$ cat config.mk
export PLATFORM = sky130hd
export DESIGN_NAME = mif_line_adapter
export DESIGN_NICKNAME = d
export VERILOG_FILES = /design/src/rtl/mif_line_adapter.sv
export SDC_FILE = /design/constraint.sdc
export NUM_CORES = 1
export LEC_CHECK = 0
export CAP_MARGIN = 5
export CORE_AREA = 8 8 471 473
export DETAILED_ROUTE_END_ITERATION = 6
export DIE_AREA = 0 0 479 481
export DONT_BUFFER_PORTS = 1
export PLACE_DENSITY = 0.34
export SYNTH_ARGS = -nofsm -noshare
export SYNTH_HDL_FRONTEND = slang
export SYNTH_SLANG_ARGS = --single-unit
$ cat constraint.sdc
create_clock -name clk -period 8.2 [get_ports clk]
set_input_delay 0.41 -clock clk [delete_from_list [all_inputs] [get_ports clk]]
set_output_delay 0.41 -clock clk [all_outputs]
set_load 0.03 [all_outputs]
$ cat src/rtl/mif_line_adapter.sv
// mif_line_adapter: bridges whole-line requests to a beat-serial memory interface, one transaction in flight.
module mif_line_adapter #(
    parameter int ADDR_BITS = 26,
    parameter int TAG_BITS  = 5,
    parameter int DATA_BITS = 64,
    parameter int BEATS     = 8
) (
    input  logic                       clk,
    input  logic                       reset,
    input  logic                       line_req_valid,
    output logic                       line_req_ready,
    input  logic                       line_req_rw,
    input  logic [ADDR_BITS-1:0]       line_req_addr,
    input  logic [TAG_BITS-1:0]        line_req_tag,
    input  logic [DATA_BITS*BEATS-1:0] line_req_data,
    output logic                       line_resp_valid,
    input  logic                       line_resp_ready,
    output logic [DATA_BITS*BEATS-1:0] line_resp_data,
    output logic [TAG_BITS-1:0]        line_resp_tag,
    output logic                       mem_req_valid,
    input  logic                       mem_req_ready,
    output logic                       mem_req_rw,
    output logic [ADDR_BITS-1:0]       mem_req_addr,
    output logic [TAG_BITS-1:0]        mem_req_tag,
    output logic                       mem_req_data_valid,
    input  logic                       mem_req_data_ready,
    output logic [DATA_BITS-1:0]       mem_req_data_bits,
    input  logic                       mem_resp_valid,
    input  logic [DATA_BITS-1:0]       mem_resp_data,
    input  logic [TAG_BITS-1:0]        mem_resp_tag,
    output logic                       err_stray
);
    localparam int CW = BEATS > 1 ? $clog2(BEATS) : 1;
    typedef enum logic [2:0] {IDLE, CMD, WDATA, RDATA, RESP} state_t;
    state_t state, state_nxt;
    logic [CW-1:0] cnt;
    logic rw_q;
    logic [ADDR_BITS-1:0] addr_q;
    logic [TAG_BITS-1:0] tag_q;
    logic [DATA_BITS*BEATS-1:0] line_q;
    logic last, beat_ok, step;
    assign last = cnt == CW'(BEATS - 1);
    assign beat_ok = state == RDATA && mem_resp_valid && mem_resp_tag == tag_q;
    assign step = beat_ok || (state == WDATA && mem_req_data_ready);
    assign line_req_ready = state == IDLE;
    assign mem_req_valid = state == CMD;
    assign mem_req_rw = rw_q;
    assign mem_req_addr = addr_q;
    assign mem_req_tag = tag_q;
    assign mem_req_data_valid = state == WDATA;
    assign mem_req_data_bits = line_q[DATA_BITS*cnt +: DATA_BITS];
    assign line_resp_valid = state == RESP;
    assign line_resp_data = line_q;
    assign line_resp_tag = tag_q;
    always_comb begin
        state_nxt = state;
        case (state)
            IDLE:    state_nxt = line_req_valid ? CMD : IDLE;
            CMD:     state_nxt = mem_req_ready ? (rw_q ? WDATA : RDATA) : CMD;
            WDATA:   state_nxt = (mem_req_data_ready && last) ? IDLE : WDATA;
            RDATA:   state_nxt = (beat_ok && last) ? RESP : RDATA;
            RESP:    state_nxt = line_resp_ready ? IDLE : RESP;
            default: state_nxt = IDLE;
        endcase
    end
    always_ff @(posedge clk) begin
        if (reset) begin
            state <= IDLE;
            cnt <= '0;
            err_stray <= 1'b0;
        end else begin
            state <= state_nxt;
            if (step) cnt <= last ? '0 : cnt + 1'b1;
            if (mem_resp_valid && !beat_ok) err_stray <= 1'b1;
        end
    end
    // The line buffer holds write data on the way out and collects read beats on the way in.
    always_ff @(posedge clk) begin
        if (line_req_valid && line_req_ready) begin
            rw_q <= line_req_rw;
            addr_q <= line_req_addr;
            tag_q <= line_req_tag;
            line_q <= line_req_data;
        end else if (beat_ok) begin
            line_q[DATA_BITS*cnt +: DATA_BITS] <= mem_resp_data;
        end
    end
endmodule

**Word level (Yosys, flattened, before mapping)**

Cells that the tools add are included.

- Register bits after elaboration: 551
- Bits in latches: 0
- RAM bits: 0
- Bits in read-only memories: 0
- Input port bits: 620
- Output and inout bits: 618
- Logic and storage cells: 40
- Memories: 0

- Add/subtract/negate cells: 2
- Multipliers: 0
- Divide/modulo/power cells: 0
- $lt $le $gt $ge: 0
- Equality and inequality tests: 6
- Shifts and indexed selects: 3
- Multiplexer cells: 11
- Bitwise gates (word level): 0
- Reduce and logical (&&, ||, !) cells: 11

Operator list:

| cell | number |
|---|---|
| two-way mux 512 bit | 2 |
| bitwise mux 512 bit | 1 |
| variable shift 64 x 34 -> 512 bit (first input constant) | 1 |
| variable part select 512 x 10 -> 64 bit | 1 |
| variable part select 64 x 34 -> 512 bit | 1 |
| negation 9 -> 34 bit | 1 |
| case mux 3 bit (5 select lines) | 1 |
| two-way mux 3 bit | 3 |
| logical AND 1 bit | 7 |
| == test 3 x 2 -> 1 bit (second input constant) | 2 |
| == test 3 bit (second input constant) | 2 |
| == test 5 bit | 1 |
| two-way mux 2 bit | 2 |
| adder 3 x 1 -> 3 bit (second input constant) | 1 |
| == test 3 x 1 -> 1 bit (second input constant) | 1 |
| zero test 3 bit | 1 |
| two-way mux 1 bit | 2 |
| nonzero test 2 bit | 1 |
| zero test 1 bit | 1 |
| logical OR 1 bit | 1 |

**Depth between registers and ports, before layout**

Gate-level depths: netlist (run 1).

- Depth after elaboration: 6
- Gate-level depth with buffers: 11
- Gate-level depth less buffers: 7

**Least setup slack after synthesis (run 1)**

No wires, ideal clock.

- Kind: reg2reg
- From: register cnt[0] (netlist name)
- To: register line_q[0], in the netlist line_resp_data[0] (enable)
- Library setup time: 574 ps
- Arrival: 6875 ps
- Required time: 7626 ps
- Path slack: 750 ps
- Stages on the path, launching flop included: 9
- Buffers on the path: 3
- Clock period less this slack: 7450 ps
- Cells stage by stage: dfxtp_1 > buf_2 > buf_2 > buf_1 > inv_1 > ha_1 > ha_1 > or4b_1 > o21ai_0

RTL lines:

| what | line | source |
|---|---|---|
| to (signal assigned) | 83 | `line_q <= line_req_data;` |
| to (signal, indexed assignment) | 85 | `line_q[DATA_BITS*cnt +: DATA_BITS] <= mem_resp_data;` |
| to (decl) | 40 | `logic [DATA_BITS*BEATS-1:0] line_q;` |

**Worst setup path after layout (run 1)**

- From: register cnt[1]
- To: register line_q[306], in the netlist line_resp_data[306], data pin

- Longest elaborated chain between the ends: 5
- Elaborated cells on any way between the ends: 6
- Classes of those cells: 1 x add/sub; 2 x shift; 3 x mux

Ends and longest elaborated chain:

| what | line | source |
|---|---|---|
| from (decl) | 36 | `logic [CW-1:0] cnt;` |
| from (signal assigned) | 73 | `if (step) cnt <= last ? '0 : cnt + 1'b1;` |
| negation 9 -> 34 bit (*) | 85 |  |
| variable part select 64 x 34 -> 512 bit or variable shift 64 x 34 -> 512 bit (tied branches) | 85 |  |
| bitwise mux 512 bit (*) | 85 |  |
| two-way mux 512 bit (*) | 84 | `end else if (beat_ok) begin` |
| two-way mux 512 bit (*) | 79 | `if (line_req_valid && line_req_ready) begin` |

Every way passes the cells marked *; elsewhere a longest branch is shown, timed or not. The select of a mux whose other input is x is not followed.
A chain may end at the register's enable or synchronous reset.

==> impl_metrics.toml, run 1 <==
[final_layout]
drive_above_1_share_pct = 11.87
finalInstanceArea_sq_um = 40370
fillCellCount = 23130
nets = 3082
area.growth.synth_to_final_pct = 54.54

[clocking]
cts-buffers-inserted = 72
clock_tree.htree_level_count = 3
cts-root-to-sink-buffers = 3
cts-resized-gates = 0
clock_insertion_delay_worst_skew_ns = 0.71
clock-sinks = 551
postCtsSetupRepairBufs = 0
clk_root_buffer_cell = "clkbuf_16"
cts_tree = "yes"
cts.reportedPaths.clkPinSlew_ns = 0.06

[critical_path]
worst-path-max-fanout = 42
reg2regPathDepth = 8
critical_path.cell_chain = "inv_1, ha_1, ha_1, o2111ai_1, nor2_4, buf_4, a22o_1, dlygate4sd3_1"
rr_endpoint = "line_resp_data[306]"
crit_arrival_ns = 5.55
timing.critical_path.to_type = "flop"
crit_buf_inv = 3
worst_path_max_delay_cell = "nor2_4"
required_ns = 8.76
worst_path_largest_cell_delay_ns = 0.98
ff2ff_setup_slack_ns = 3.21
critical_path.top_delay_family = "buffers and inverters"
r2r-start = "cnt[1]"
worst_path_most_repeated_cell = "ha_1"
criticalPathCategory = "reg -> reg"
cp-start-kind = "flop"

[sta]
holdWs_ns = 0.09937
finalSetupViolCount = 0
max_slew_margin_pct = 12.89
tcrit_tclk_final_pct = 60.83
timing_hold_violations_final = 0
drv_slew = 0
layout_min_cycle_time_ns = 4.988
setup_total_negative_slack_ns = 0
tightestPinTransition_ns = 1.307
timing.clock.skew_ns = 0.05276
setup_repair_after_global_routing_missed_its_margin = "no"
achievable-frequency_mhz = 200.5

[route]
finalWirelength_um = 202700
route.detailed.vias_per_inst = 4.184
met3WireLength_um = 28800
route.detailed.drc = 0
highest_layer = "met5"
initialDrtViolationCount = 2501
detail-route-antenna-nets = 0
drt_pre_antenna_iters = 5
detail_route.wl_per_cell_um = 37.65
wirelength_met1_um = 69280
route.vias.total = 22530
wl_met2_um = 93960

[run]
max_cap_violations = 0

[global_route]
grt-ovfl-total = 0
globalRouteTotalUtil_pct = 16.71
maximum_number_of_pins_on_one_net_before_global_route_repair = 150
first_global_vias = 23155
number_of_antenna_violations_at_the_first_check_in_global_routing = 60
wire_length_of_the_first_global_routing_pass_um = 257200

[yosys]
ys_seq_area_share_pct = 63.08
total_number_of_yosys_warnings = 0
synth_top_cells_by_area = "edfxtp_1 63%, a22o_1 17%, mux4_2 11%"
syn_area_per_cell_sq_um = 15.48
synthesis.nets = 2314
syn_inst = 1687
syn_area_sq_um = 26120
yosys.cell_types.count = 37
synthDominantAreaCellType = "edfxtp_1"
portion_of_synthesized_cell_area_occupied_by_the_leading_cell_type_pct = 62.54
seq_cells_post_synth = 551

[status]
status = "completed"

[min_path]
capture_endpoint_of_the_worst_hold_path = "line_resp_data[174]"
hold-path-cell-count = 1
kind_of_path_behind_the_tightest_hold_check = "in -> reg"
min-delay-start = "line_req_data[174]"

[floorplanning]
std_cell_rows = 170
chip_height_um = 481
design.die.area_sq_um = 230400
initial_core_util_pct = 12.22
core_sq_um = 213800
io_pins = 1238
die_width_um = 479

[power_and_ir_drop]
power.density_nw_per_um2 = 233.4
ir_drop_v = 0.0001605
power_leakage_nw = 14.09

[placement]
gp_congestion = 0.9209
post-dp-hpwl_um = 157200
numPortBuffers = 0
placed_area_sq_um = 29240
## power by group
| part | total, mW | internal, mW | switching [mW] |
|---|---|---|---|
| Clock | 3.20 | 1.78 | 1.42 |
| Sequential | 4.59 | 3.53 | 1.06 |
| Combinational | 1.64 | 0.727 | 0.908 |
| Total | 9.42 | 6.04 | 3.38 |
## registers in the layout, summed over array words and instances (netlist names)
register / flops
line_resp_tag: 5
mem_req_addr: 26
err_stray: 1
mem_req_rw: 1
line_resp_data: 512
state: 3
cnt: 3
## Yosys cell counts
library cell / count
edfxtp_1: 544
a22o_1: 512
nand2_1: 196
mux4_2: 128
buf_1: 73
clkbuf_1: 72
buf_2: 65
o21ai_0: 9
dfxtp_1: 7
ha_1: 7
nor2_1: 7
nand3_1: 6
nor3_1: 6
buf_4: 5
buf_8: 5
nand2b_1: 5
a21oi_1: 4
inv_1: 4
nand3b_1: 4
nor3b_1: 3
xnor2_1: 3
a22oi_1: 2
buf_6: 2
mux2i_1: 2
o2111ai_1: 2
or3_1: 2
xor2_1: 2
a21boi_0: 1
a31o_2: 1
and4_1: 1
inv_2: 1
mux2_2: 1
nor2b_1: 1
nor3b_2: 1
o21ba_2: 1
or4b_1: 1
or4b_2: 1
## metrics by stage
stage | cells | setup slack (ns) | total power [mW] | utilization [%]
2_1_floorplan | 1687 | 0.7505 | 5.116 | -
3_3_place_gp | 4345 | 3.824 | 5.793 | 13.68
3_5_place_dp | 4345 | 3.668 | 5.804 | 13.68
4_1_cts | 5348 | 3.130 | 9.520 | 18.84
5_1_grt | 5378 | 2.966 | 9.703 | 18.87
6_report | 5385 | 3.212 | 9.421 | 18.88
## per-layer routing
metal,global-route usage (%),vias to the layer above
met3,8.967,358
met2,27.17,1966
met4,8.170,36
li1,-,8530
met5,0,-
met1,17.71,11640
## how the worst max path moves through the flow
| stage | depth (start not counted) | slack [ns] | to | start |
|---|---|---|---|---|
| floorplan | 8 | 0.75 | line_resp_data[0] | cnt[0] |
| global placement | 7 | 3.82 | line_resp_data[297] | cnt[1] |
| detailed placement | 7 | 3.67 | line_resp_data[301] | cnt[0] |
| CTS | 8 | 3.13 | line_resp_data[301] | cnt[0] |
| global route | 8 | 2.97 | line_resp_data[306] | cnt[0] |
| finish | 8 | 3.21 | line_resp_data[306] | cnt[1] |
## cells by family after synthesis
logic type	after synthesis	share of synthesized area, %
flip-flops	551	63.08
AO/OA/AOI/OAI	532	17.64
AND/OR/NAND/NOR	234	3.698
buffers and inverters	227	3.919
multiplexers	131	11.16
adder cells (fa/ha/maj)	7	0.3353
XOR/XNOR	5	0.1677
## timing repair
action                                  CTS  global route
hold buffers                            874             0
hold endpoints to repair                548             0
endpoints found under the setup margin    0             0
## cells in the final DEF, fill, tap and decap left out, types with 4 or more instances in the layout
cell type      synthesis  layout
nor2_4                 0       4
nand2b_1               5       5
diode_2                0      37
dlygate4sd3_1          0     874
clkbuf_16              0      74
clkbuf_1              72      19
nand3b_1               4       4
clkinv_1               0      10
edfxtp_1             544     544
nand2_1              196     196
nand3_1                6       6
mux4_2               128     128
o21ai_4                0       8
a21oi_1                4       4
buf_12                 0       6
dfxtp_1                7       4
clkinvlp_4             0       6
buf_4                  5      36
clkinv_2               0       9
a22o_1               512     512
ha_1                   7       7
## layout make-up
cell class | instances | area (sq um) | share of cell area, %
clock inverter | 35 | 351.6 | 0.8710
inverter | 5 | 31.28 | 0.07749
clock buffer | 94 | 1937 | 4.798
antenna | 37 | 92.59 | 0.2294
timing repair buffer | 916 | 9139 | 22.64
tap | 2838 | 3551 | 8.797
multi-input combinational | 909 | 8776 | 21.74
sequential | 551 | 16490 | 40.85
(Power assumes the default switching activity.)
==> inputs of run 2 (changes only) <==
- ABC_AREA: default -> 1
- CORE_AREA: 8 8 471 473 -> 8 8 476 478
- DIE_AREA: 0 0 479 481 -> 0 0 484 486
- PLACE_DENSITY: 0.34 -> 0.35
- clock period: 8.2 -> 4.03 ns (I/O delays scaled with it)
==> run 2 against run 1 <==
Sequential power is 100% higher. Cell area is 12% higher. Critical path depth is 1 higher. Maximum frequency is 37% higher. Register-to-register slack worse by 2.8 ns. Core utilization is 1.9 points higher. Count of clock-buffer cells in the layout is 5 lower. Die area is 2.1% higher. First-iteration DRC count is 8.9% higher. Via count is 37% higher. Sequential share of layout area is 4.5 points lower.
==> impl_metrics.toml, run 2 <==
[final_layout]
fillCellCount = 24094
nets = 4722
finish.cell_count_without_fillers = 7055
drive_above_1_share_pct = 8.357
area.growth.synth_to_final_pct = 60.11
layout.cells.most_common_list = "1057 x dlygate4sd3_1, 688 x nand2_1, 628 x o21ai_0"
final_common_cell = "dlygate4sd3_1"
max_reg_flops = 512

[global_route]
wire_length_of_the_first_global_routing_pass_um = 312300
first_global_vias = 31908
globalRouteTotalUtil_pct = 19.49
number_of_antenna_violations_at_the_first_check_in_global_routing = 46
maximum_number_of_pins_on_one_net_before_global_route_repair = 112
grt-ovfl-total = 0

[sta]
timing.clock.skew_ns = 0.03043
setup_total_negative_slack_ns = 0
layout_min_cycle_time_ns = 3.644
max_slew_margin_pct = 24.41
tightestPinTransition_ns = 1.129
achievable-frequency_mhz = 274.4
finalSetupViolCount = 0
drv_slew = 0
timing_hold_violations_final = 0
setup_repair_after_global_routing_missed_its_margin = "no"
tcrit_tclk_final_pct = 90.42

[critical_path]
rr_endpoint = "line_resp_data[486]"
crit_arrival_ns = 4.08
timing.critical_path.to_type = "flop"
required_ns = 4.47
ff2ff_setup_slack_ns = 0.39
r2r-start = "state[1]"
worst-path-max-fanout = 36
cp-start-kind = "flop"
reg2regPathDepth = 9
criticalPathCategory = "reg -> reg"

[min_path]
capture_endpoint_of_the_worst_hold_path = "line_resp_data[272]"
min-delay-start = "mem_resp_data[16]"
kind_of_path_behind_the_tightest_hold_check = "in -> reg"
hold-path-cell-count = 2

[yosys]
portion_of_synthesized_cell_area_occupied_by_the_leading_cell_type_pct = 57.61
synth_common_cells = "695 x nand2_1, 629 x o21ai_0, 544 x edfxtp_1"
synth_edf_count = 544
dominantRegCellSynth = "edfxtp_1"
yosys.cell_types.count = 31
syn_area_sq_um = 28350
syn_area_per_cell_sq_um = 9.182
synth_top_cells_by_area = "edfxtp_1 58%, o21ai_0 11%, nand2_1 9.2%"
asyncSetResetFlopFracSynth_pct = 0
synthesis.nets = 3715
seq_cells_post_synth = 551
ys_seq_area_share_pct = 58.11
total_number_of_yosys_warnings = 0
syn_inst = 3088
synth.most_common_cell = "nand2_1"
synthDominantAreaCellType = "edfxtp_1"

[route]
drt_pre_antenna_iters = 5
detail-route-antenna-nets = 0
route.vias.total = 30916
highest_layer = "met5"
route.detailed.vias_per_inst = 4.382
route.detailed.drc = 0
initialDrtViolationCount = 2723
finalWirelength_um = 241700
wirelength_met1_um = 86810
met3WireLength_um = 25320
wl_met2_um = 117700
detail_route.wl_per_cell_um = 34.26

[floorplanning]
std_cell_rows = 172
core_sq_um = 218700
chip_height_um = 486
initial_core_util_pct = 12.97
design.die.area_sq_um = 235200
die_width_um = 484
io_pins = 1238

[run]
max_cap_violations = 0

[clocking]
cts-buffers-inserted = 78
clk_root_buffer_cell = "clkbuf_16"
clock_insertion_delay_worst_skew_ns = 0.71
cts.reportedPaths.clkPinSlew_ns = 0.06
clock-sinks = 551
clock_tree.htree_level_count = 3
cts-root-to-sink-buffers = 3
cts_tree = "yes"
cts-resized-gates = 0

[power_and_ir_drop]
power.density_nw_per_um2 = 464.9
ir_drop_v = 0.0003021
power_leakage_nw = 16.55

[status]
status = "completed"

[placement]
gp_congestion = 0.8891
numPlacedInstances = 5829
numPortBuffers = 0
post-dp-hpwl_um = 182800
-- run 2: timing repair --
item	in CTS	in global routing
hold buffers	1057	0
endpoints found under the hold margin	556	0
buffers inserted	0	0
-- run 2: cell type report --
type | count | area, sq um | area share (%)
inverters | 88 | 357.8 | 0.7882
flip-flops and latches | 551 | 16490 | 36.32
well taps | 2871 | 3592 | 7.913
clock buffers | 89 | 2014 | 4.437
clock inverters | 48 | 460.4 | 1.014
multi-input cells | 2191 | 10470 | 23.05
diodes | 32 | 80.08 | 0.1764
repair buffers | 1185 | 11940 | 26.30
-- run 2: through the flow --
step                      utilization, %  power [mW]  hold WS, ns  worst slack (ns)  instance area [sq um]
after detailed placement           14.76       13.02       0.2798            0.8117                  32260
after CTS                          20.73       21.43     0.001335            0.3204                  45320
after global placement             14.76       13.02       0.2791            0.7964                  32260
final                              20.76       21.10      0.01970            0.3862                  45400
after floorplan                        -       10.65       0.2739            0.1885                  28370
after global routing               20.74       21.86      0.04752            0.2349                  45350
-- run 2: worst max path at each step --
| stage | to | depth (start not counted) | startpoint | slack (ns) |
|---|---|---|---|---|
| 5_1_grt | line_resp_data[192] | 9 | cnt[0] | 0.23 |
| 4_1_cts | mem_req_data_bits[49] | 4 | cnt[0] | 0.32 |
| 2_1_floorplan | line_resp_data[128] | 11 | cnt[0] | 0.19 |
| 3_3_place_gp | line_resp_data[139] | 8 | cnt[0] | 0.80 |
| 3_5_place_dp | line_resp_data[486] | 8 | state[1] | 0.81 |
| 6_report | line_resp_data[486] | 9 | state[1] | 0.39 |
-- run 2: power breakdown --
group	internal (mW)	total (mW)	leakage, nW	switching (mW)
combinational	1.73	4.65	9.92	2.91
clock	3.95	7.07	1.21	3.12
sequential	7.20	9.39	5.41	2.19
-- run 2: kinds of logic (layout without fill, tap and decap cells) --
logic type,count (synthesis),after routing,share of synthesized area [%]
flip-flops,551,551,58.11
AND/OR/NAND/NOR,1278,1278,18.23
adder cells (fa/ha/maj),7,7,0.3089
XOR/XNOR,1,1,0.03089
AO/OA/AOI/OAI,905,905,17.85
other,0,32,0
buffers and inverters,346,1410,5.476
-- run 2: metal layers --
layer	vias to the layer above	track usage, %
met5	-	0
met4	16	9.499
met3	454	7.206
met2	2011	33.59
met1	15469	21.16
li1	12966	-
-- run 2: critical path, cell delays in order, from the launching register on --
cell	delay (ns)
dfxtp_1	0.34
nor2_1	0.14
inv_1	0.10
nor2_4	0.37
nand2_4	0.28
buf_4	0.33
nand2_4	0.26
buf_4	0.65
o21ai_0	0.22
dlygate4sd3_1	0.63
==> inputs of run 3 (changes only) <==
- CELL_PAD_IN_SITES_DETAIL_PLACEMENT: default -> 1
- CELL_PAD_IN_SITES_GLOBAL_PLACEMENT: default -> 1
- PLACE_DENSITY: 0.35 -> 0.4
- clock period: 4.03 -> 4.5 ns (I/O delays scaled with it)
==> run 3 against run 2 <==
First-iteration DRC count down 8.8%. Power down 12%. Non-clock buffer count down 42. Hold slack better by 0.0023 ns. Critical path depth unchanged. Sequential cell count unchanged. Setup slack better by 0.20 ns. Cell area down 0.80%. Register-to-register slack better by 0.20 ns. Sequential power down 11%. Core utilization down 0.17 points.
==> impl_metrics.toml, run 3 (synthesis results as in run 2) <==
[critical_path]
cp-start-kind = "flop"
ff2ff_setup_slack_ns = 0.59
r2r-start = "state[1]"
critical_path.cell_chain = "nor2_1, inv_1, nor2_4, nand2_4, inv_8, buf_4, nand2_1, o21ai_0, dlygate4sd3_1"
worst_path_max_delay_cell = "inv_8"
criticalPathCategory = "reg -> reg"
rr_endpoint = "line_resp_data[241]"
required_ns = 5.04
crit_arrival_ns = 4.46
timing.critical_path.to_type = "flop"
worst_path_largest_cell_delay_ns = 0.67
reg2regPathDepth = 9
worst-path-max-fanout = 68

[final_layout]
fillCellCount = 25348
drive_above_1_share_pct = 7.900
layout.cells.most_common_list = "1027 x dlygate4sd3_1, 688 x nand2_1, 628 x o21ai_0"
final_common_cell = "dlygate4sd3_1"
max_reg_flops = 512
ff_latch_area_sq_um = 16490
area.growth.synth_to_final_pct = 58.82
multi_input_comb_area_sq_um = 10540
nets = 4680

[sta]
achievable-frequency_mhz = 255.4
tightestPinTransition_ns = 1.253
drv_slew = 0
final_ws_setup_ns = 0.5850
setup_total_negative_slack_ns = 0
timing.clock.skew_ns = 0.02515
finalSetupViolCount = 0
tcrit_tclk_final_pct = 87.00
max_slew_margin_pct = 16.07
timing_hold_violations_final = 0
layout_min_cycle_time_ns = 3.915
setup_repair_after_global_routing_missed_its_margin = "no"

[clocking]
clock-sinks = 551
clk_root_buffer_cell = "clkbuf_16"
clock_insertion_delay_worst_skew_ns = 0.69
cts-resized-gates = 0
clock_tree.htree_level_count = 3
cts_tree = "yes"
cts.reportedPaths.clkPinSlew_ns = 0.06
cts-root-to-sink-buffers = 3
postCtsSetupRepairBufs = 0
cts-buffers-inserted = 78

[placement]
numPortBuffers = 0
dp_worst_setup_slack_ns = 1.081
post-dp-hpwl_um = 182600
gp_congestion = 0.8680

[route]
finalWirelength_um = 247800
initialDrtViolationCount = 2483
route.detailed.drc = 0
detail-route-antenna-nets = 0
route.detailed.vias_per_inst = 4.389
route.vias.total = 30777
drt_pre_antenna_iters = 5
detail_route.wl_per_cell_um = 35.33

[power_and_ir_drop]
ir_drop_v = 0.0002631
power.density_nw_per_um2 = 414.4
power_leakage_nw = 16.25

[global_route]
grt-ovfl-total = 0
maximum_number_of_pins_on_one_net_before_global_route_repair = 83
wire_length_of_the_first_global_routing_pass_um = 321900
number_of_antenna_violations_at_the_first_check_in_global_routing = 60
first_global_vias = 32564
globalRouteTotalUtil_pct = 19.97

[floorplanning]
die_width_um = 484
chip_height_um = 486
initial_core_util_pct = 12.97
core_sq_um = 218700
std_cell_rows = 172
design.die.area_sq_um = 235200
io_pins = 1238

[run]
max_cap_violations = 0

[min_path]
capture_endpoint_of_the_worst_hold_path = "line_resp_data[107]"
min-delay-start = "line_req_data[107]"
hold-path-cell-count = 2
kind_of_path_behind_the_tightest_hold_check = "in -> reg"

[status]
status = "completed"
run 3: cell types whose count changed in the layout (fill, tap and decap cells not counted), sizes merged:
cell and delta:
buf -12, bufinv -2, clkbuf +12, clkinv +1
diode -5, dlygate4sd3 -30, inv -7
run 3: metrics by stage:
stage / power (mW) / hold slack, ns / instances / area [sq um] / utilization [%]
after global routing: 19.28 / 0.04304 / 6998 / 45000 / 20.58
after global placement: 11.65 / 0.3033 / 5816 / 32300 / 14.77
after CTS: 18.91 / 0.01089 / 6985 / 44970 / 20.57
final: 18.66 / 0.02201 / 7012 / 45030 / 20.60
after detailed placement: 11.68 / 0.3053 / 5817 / 32310 / 14.78
after floorplan: 9.535 / 0.2974 / 3088 / 28360 / -
run 3: area by class of cell:
type,instances,share of cell area [%]
antenna,27,0.1500
timing repair buffer,1143,25.79
multi-input combinational,2191,23.40
clock inverter,40,0.6585
tap,2871,7.977
clock buffer,101,4.620
inverter,88,0.7946
sequential,551,36.61
run 3: report_power, final:
| part | total, mW | switching [mW] | internal, mW |
|---|---|---|---|
| sequential | 8.37 | 1.92 | 6.45 |
| clock | 6.10 | 2.67 | 3.43 |
| combinational | 4.20 | 2.70 | 1.49 |
| total | 18.7 | 7.29 | 11.4 |
run 3: routing by layer:
| layer | track usage [%] | vias up | routed length (um) |
|---|---|---|---|
| li1 | - | 12851 | - |
| met1 | 22.73 | 15829 | 94860 |
| met2 | 34.59 | 1698 | 119800 |
| met3 | 7.073 | 383 | 23360 |
| met4 | 7.103 | 16 | 9588 |
| met5 | 0 | - | 105 |
run 3: worst max-delay path by stage:
stage	to	cells past startpoint	slack, ns	from
2_1_floorplan	line_resp_data[256]	11	0.28	cnt[0]
3_3_place_gp	line_resp_data[412]	7	1.09	cnt[1]
3_5_place_dp	line_resp_data[412]	7	1.08	cnt[1]
4_1_cts	line_resp_data[241]	9	0.59	state[1]
5_1_grt	line_resp_data[497]	9	0.48	state[1]
6_report	line_resp_data[241]	9	0.59	state[1]
run 3: worst max-delay path: cells and delay by family (launching register included):
family | cells | cell delay (ns)
and+or+nand+nor | 4 | 1.11
DFF | 1 | 0.33
buffers and inverters | 4 | 1.92
AOI/OAI and AO/OA | 1 | 0.13
run 3: repair_timing:
action / in CTS / in global routing
endpoints found under the hold margin: 550 / 0
hold buffers: 1027 / 0
endpoints found under the setup margin: 0 / 0
